$ cat src/rtl/game_controller_pkg.sv
// Shared encodings and constants for the coin-catcher round sequencer.
`default_nettype none

package game_pkg;

  typedef enum logic [2:0] {
    ST_IDLE  = 3'd0,
    ST_READY = 3'd1,
    ST_PLAY  = 3'd2,
    ST_PAUSE = 3'd3,
    ST_OVER  = 3'd4
  } state_t;

  localparam int TICKS_PER_SEC = 5;
  localparam int READY_TICKS   = 15;
  localparam int LEVEL_STEP    = 20;
  localparam int LEVEL_THR1    = LEVEL_STEP;
  localparam int LEVEL_THR2    = 2 * LEVEL_STEP;
  localparam int LEVEL_THR3    = 3 * LEVEL_STEP;

  localparam logic [3:0] COIN_BOTTOM = 4'd15;

  // Threshold compare instead of a divide; anything past the top threshold is level 3.
  function automatic logic [1:0] score_level(input logic [7:0] s, input int step);
    if (int'(s) >= 3 * step) return 2'd3;
    else if (int'(s) >= 2 * step) return 2'd2;
    else if (int'(s) >= step) return 2'd1;
    else return 2'd0;
  endfunction

endpackage

`default_nettype wire

$ cat src/rtl/game_controller_edge_detect.sv
// Registers a level input and emits a one-cycle pulse on its registered rising edge.
`default_nettype none

module edge_detect (
  input  logic clk,
  input  logic reset,
  input  logic din,
  output logic rise
);

  logic cur;
  logic prev;

  always_ff @(posedge clk or negedge reset) begin
    if (!reset) begin
      cur  <= 1'b0;
      prev <= 1'b0;
    end else begin
      cur  <= din;
      prev <= cur;
    end
  end

  assign rise = cur & ~prev;

endmodule

`default_nettype wire

$ cat src/rtl/game_controller.sv
// Round sequencer: idle / get-ready / play / pause / game-over, with round timer,
// coin step pacing, miss detection, lives and score-derived difficulty level.
`default_nettype none

module game_controller #(
  parameter int TICKS_PER_SEC = game_pkg::TICKS_PER_SEC,
  parameter int ROUND_SECS    = 60,
  parameter int READY_TICKS   = game_pkg::READY_TICKS,
  parameter int LIVES         = 3,
  parameter int LEVEL_STEP    = game_pkg::LEVEL_STEP,
  parameter int MAX_LEVEL     = 3
) (
  input  logic       clk,
  input  logic       reset,
  input  logic       start,
  input  logic       pause,
  input  logic [3:0] coin_y,
  input  logic       caught,
  input  logic [7:0] score,
  output logic       round_rst_n,
  output logic       coin_en,
  output logic       coin_step,
  output logic [2:0] state,
  output logic [6:0] time_left,
  output logic [1:0] lives_left,
  output logic [1:0] level,
  output logic       game_over
);

  import game_pkg::*;

  localparam int SUB_W = (TICKS_PER_SEC > 1) ? $clog2(TICKS_PER_SEC) : 1;
  localparam int RDY_W = (READY_TICKS > 1) ? $clog2(READY_TICKS) : 1;

  state_t           st;
  logic [SUB_W-1:0] sub_cnt;
  logic [RDY_W-1:0] ready_cnt;
  logic [1:0]       step_cnt;
  logic [3:0]       prev_y;
  logic             bottom_evt;
  logic             start_edge;
  logic             pause_edge;
  logic             restart;
  logic [1:0]       raw_level;
  logic [1:0]       level_calc;

  edge_detect u_start_edge (.clk(clk), .reset(reset), .din(start), .rise(start_edge));
  edge_detect u_pause_edge (.clk(clk), .reset(reset), .din(pause), .rise(pause_edge));

  assign raw_level  = score_level(score, LEVEL_STEP);
  assign level_calc = (int'(raw_level) > MAX_LEVEL) ? 2'(MAX_LEVEL) : raw_level;
  assign restart    = start_edge && (st == ST_IDLE || st == ST_PAUSE || st == ST_OVER);
  assign state      = st;

  always_ff @(posedge clk or negedge reset) begin
    if (!reset) begin
      st          <= ST_IDLE;
      round_rst_n <= 1'b1;
      coin_en     <= 1'b0;
      coin_step   <= 1'b0;
      time_left   <= 7'(ROUND_SECS);
      lives_left  <= 2'(LIVES);
      level       <= 2'd0;
      game_over   <= 1'b0;
      sub_cnt     <= '0;
      ready_cnt   <= '0;
      step_cnt    <= 2'd0;
      prev_y      <= 4'd0;
      bottom_evt  <= 1'b0;
    end else begin
      round_rst_n <= 1'b1;
      coin_step   <= 1'b0;
      prev_y      <= coin_y;
      bottom_evt  <= (st == ST_PLAY) && (coin_y == COIN_BOTTOM) && (prev_y != COIN_BOTTOM);

      if (restart) begin
        round_rst_n <= 1'b0;
        st          <= ST_READY;
        coin_en     <= 1'b0;
        game_over   <= 1'b0;
        time_left   <= 7'(ROUND_SECS);
        lives_left  <= 2'(LIVES);
        level       <= 2'd0;
        sub_cnt     <= '0;
        ready_cnt   <= '0;
        step_cnt    <= 2'd0;
        bottom_evt  <= 1'b0;
      end else begin
        // A pending miss is applied whatever state the FSM moves to this cycle.
        if (bottom_evt && !caught && lives_left != 2'd0)
          lives_left <= lives_left - 2'd1;

        case (st)
          ST_READY: begin
            if (ready_cnt == RDY_W'(READY_TICKS - 1)) begin
              ready_cnt <= '0;
              st        <= ST_PLAY;
              coin_en   <= 1'b1;
            end else begin
              ready_cnt <= ready_cnt + RDY_W'(1);
            end
          end
          ST_PLAY: begin
            if (time_left == 7'd0 || lives_left == 2'd0) begin
              st        <= ST_OVER;
              coin_en   <= 1'b0;
              game_over <= 1'b1;
            end else if (pause_edge) begin
              st      <= ST_PAUSE;
              coin_en <= 1'b0;
            end else begin
              if (sub_cnt == SUB_W'(TICKS_PER_SEC - 1)) begin
                sub_cnt <= '0;
                if (time_left != 7'd0) time_left <= time_left - 7'd1;
              end else begin
                sub_cnt <= sub_cnt + SUB_W'(1);
              end
              // Step period is (4 - level) ticks and restarts on every level change.
              if (level_calc != level) begin
                level    <= level_calc;
                step_cnt <= 2'd0;
              end else if (step_cnt == 2'd3 - level) begin
                coin_step <= 1'b1;
                step_cnt  <= 2'd0;
              end else begin
                step_cnt <= step_cnt + 2'd1;
              end
            end
          end
          ST_PAUSE: begin
            if (pause_edge) begin
              st      <= ST_PLAY;
              coin_en <= 1'b1;
            end
          end
          default: ;
        endcase
      end
    end
  end

endmodule

`default_nettype wire
$ cat config.mk
export PLATFORM = sky130hd
export DESIGN_NAME = game_controller
export DESIGN_NICKNAME = d
export VERILOG_FILES = /design/src/rtl/game_controller_pkg.sv /design/src/rtl/game_controller_edge_detect.sv /design/src/rtl/game_controller.sv
export SDC_FILE = /design/constraint.sdc
export NUM_CORES = 1
export LEC_CHECK = 0
export CAP_MARGIN = 20
export CORE_UTILIZATION = 50
export CTS_BUF_LIST = sky130_fd_sc_hd__clkbuf_2 sky130_fd_sc_hd__clkbuf_4 sky130_fd_sc_hd__clkbuf_8
export DETAILED_ROUTE_END_ITERATION = 10
export PLACE_DENSITY = 0.74
export REMOVE_ABC_BUFFERS = 1
export SLEW_MARGIN = 10
export SYNTH_ARGS = -nofsm -noshare
export SYNTH_HDL_FRONTEND = slang
export SYNTH_SLANG_ARGS = --single-unit
$ cat constraint.sdc
create_clock -name clk -period 4.9 [get_ports clk]
set_input_delay 1.225 -clock clk [delete_from_list [all_inputs] [get_ports clk]]
set_output_delay 1.225 -clock clk [all_outputs]
set_load 0.01 [all_outputs]
==> summary.txt <==
Clock tree
  – TritonCTS clock tree: built
  – Post-CTS Hold Buffers: 0
  – Post-CTS sizing: 0
  – H-tree depth: 2
  – Clk root buf: clkbuf_4
  – Total setup buffers inserted after CTS: 0
  – Clk pin slew, worst setup/hold paths: 100 ps
  – CTS buffer count: 5
  – Clk sinks: 36
  – Clk Latency, worst-skew pair: ~330 ps
  – Worst-case clock buffer depth: 2

Synthesis
  – Synth async-reset ratio: 100%
  – Synthesized area: 1730 µm²
  – Synth area leaders: dfrtp_1 42%, dfstp_2 11%, a21oi_1 4.6%, nand2_1 4.3%, nor2_1 3.7%
  – EDFF count, synth: 0
  – Post-synth top area share: a little over two fifths
  – Yosys cell types: 43
  – Yosys reg bits: 36
  – Ys Warns: 0
  – Main flop type after synthesis: dfrtp_1
  – Synthesized area per cell: 10.1 µm²
  – Cell taking the most area after synthesis: dfrtp_1
  – Sequential share of the synthesized area: around 53%
  – Synth Instances: approximately 170

Global routing
  – Largest net degree at the start of global routing: 37
  – Vias in the first global route: roughly 1300
  – Grt total ovfl: 0
  – Total global-route track usage: approximately 20%
  – First-pass GRT wire length: 5510 µm
  – Initial antenna violation count: 0

Min path
  – Tightest Hold Check Type: flip-flop to flip-flop
  – WHS Path Cells: 0
  – WHS Endpoint: u_pause_edge.prev
  – HP Start: u_pause_edge.cur

STA
  – Slew margin rel.: 64.5%
  – Ratio of final minimum period to clock period: 54.7%
  – RSZ-0062 raised after global routing: no
  – Post-route setup TNS: 0 ps
  – Setup Skew: 14.5 ps
  – Final setup vio count: 0
  – Worst slew pin tran: 532 ps
  – Final hold violation count: 0
  – Minimum clock period: 2680 ps
  – Final number of max-transition violations: 0
  – FMAX: approximately 0.37 GHz

Setup path
  – CP cell instances: clkdlybuf4s50_1
  – Critical path's top delay family: flip-flops
  – Worst reg2reg endpoint: time_left[3]
  – Flop-to-flop setup slack: 2950 ps
  – Worst reg2reg path startpoint: state[1]
  – Crit. End Element: output pin
  – WP data required: 3670 ps
  – CP peak stage delay: 580 ps
  – Max stage delay cell, worst path: dfstp_2
  – R2r worst-path depth: 5
  – Buffers and inverters on the worst path: 1
  – CP Max Fanout: 5
  – Critical Path Start Type: flip-flop
  – Setup CP Type: flip-flop to output pin
  – Data arrival, critical path: 1450 ps

Floorplan
  – Initial core utilization: 51.9%
  – # rows: 21
  – Die area: 3700 µm²
  – Core Area: 3340 µm²
  – # IOs: 35
  – Die Y: 60.9 µm
  – Die X: 60.9 µm

Routing
  – Final WL: 3240 µm
  – DRT iter0 DRCs: 31
  – DRT antenna net count: 0
  – Average vias per placed instance: 5.25
  – Detailed-router iteration count before antenna repair: 4
  – Via Count: 1349
  – Wire per inst: roughly 13 µm
  – DR DRC count: 0

Run status
  – Outcome: finished clean

Placement
  – Dpl hpwl: 2410 µm
  – Placed Cells: 249
  – PortBufs: 32
  – GPL Wtd Cong: between 0.7 and 0.8

Run
  – Max-cap viol count: 0

Final layout
  – Fill count: slightly below 300
  – Nets: roughly 230
  – Commonest non-fill, non-tap cell in the layout: clkdlybuf4s50_1
  – N_diodes: 0
  – Register area: 910 µm²
  – Layout cells sized above 1: 13.3%
  – Area Growth Syn to Fin: 25.4%
  – Multi-input gate area: 762 µm²
  – Most frequent cells in the layout: 32 x clkdlybuf4s50_1, 29 x dfrtp_1, 20 x nand2_1
  – Layout Cells excl Fill: 257

Pwr
  – Power Density: ~420 nW/µm²
  – Worst IR Drop VDD: 214 µV
  – Leakage: slightly above 0.9 nW
## logic make-up (layout without fill, tap and decap cells)
logic type / count (synthesis) / count (layout) / share of synthesized area [%]
flip-flops: 36 / 36 / 52.5
multiplexers: 1 / 1 / 0.578
buffers and inverters: 14 / 53 / 3.47
AND/OR/NAND/NOR: 68 / 68 / 21.7
adder cells (fa/ha/maj): 5 / 5 / 3.54
AO/OA/AOI/OAI: 40 / 40 / 14.1
XOR/XNOR: 8 / 8 / 4.05
## sequential cells by signal, summed over array words and instances (netlist names)
name and cells:
u_start_edge.cur 1, bottom_evt 1, level 2, u_pause_edge.prev 1, coin_en 1, lives_left 2, u_pause_edge.cur 1, time_left 7
coin_step 1, u_start_edge.prev 1, game_over 1, round_rst_n 1, prev_y 4, state 3, sub_cnt 3, ready_cnt 4
step_cnt 2
## layer usage
layer / track usage (%) / vias up / routed length [µm]
met2: 33.6 / 22 / 1570
li1: - / 676 / -
met4: 7.79 / 0 / 59
met3: 5.76 / 4 / 102
met5: 0 / - / 0
met1: 25.7 / 647 / 1510
## Yosys cell counts, drive strengths merged (2+ instances only)
cell type / count
a22o: 2
or2: 2
a211oi: 3
nor2: 18
a21oi: 16
dfstp: 7
a31oi: 2
nand3b: 3
nand3: 2
nand2: 20
xor2: 2
ha: 4
or3b: 2
clkbuf: 2
o21ai: 11
inv: 10
nand2b: 2
nor3: 8
nor4: 2
and4: 2
dfrtp: 29
xnor2: 6
## layout make-up
| class | count | share of cell area (%) |
|---|---|---|
| timing repair buffer | 34 | 15.4 |
| multi-input combinational | 122 | 35.1 |
| sequential | 36 | 41.9 |
| inverter | 11 | 1.90 |
| clock inverter | 1 | 0.346 |
| tap | 46 | 2.65 |
| clock buffer | 7 | 2.71 |
## power breakdown
group / switching (mW) / total [mW] / internal [mW] / leakage (nW)
Combinational: 0.156 / 0.314 / 0.158 / 0.438
Sequential: 0.0725 / 0.430 / 0.358 / 0.443
Clock: 0.0928 / 0.169 / 0.0758 / 0.0349
## how the worst max path moves through the flow
stage | startpoint | endpoint | slack (ps) | depth (start not counted)
final | time_left[2] | time_left[2] | 2220 | 1
after global routing | score[5] | step_cnt[1] | 2130 | 6
after CTS | time_left[2] | time_left[2] | 2200 | 1
after detailed placement | score[5] | step_cnt[1] | 1870 | 6
after global placement | score[5] | step_cnt[1] | 1920 | 6
after floorplan | score[5] | step_cnt[1] | 2490 | 5
## stage by stage
| step | hold WS (ps) | instance area (µm²) | power [mW] | utilization, % | worst slack [ps] |
|---|---|---|---|---|---|
| after floorplan | 347 | 1710 | 0.620 | - | 2490 |
| after global routing | 410 | 2170 | 0.984 | 65.1 | 2130 |
| after global placement | 358 | 2110 | 0.730 | 63.1 | 1920 |
| after CTS | 389 | 2170 | 0.924 | 65.1 | 2200 |
| after detailed placement | 364 | 2110 | 0.752 | 63.1 | 1870 |
| final | 383 | 2170 | 0.913 | 65.1 | 2220 |
Power figures use the tool's default switching activity.
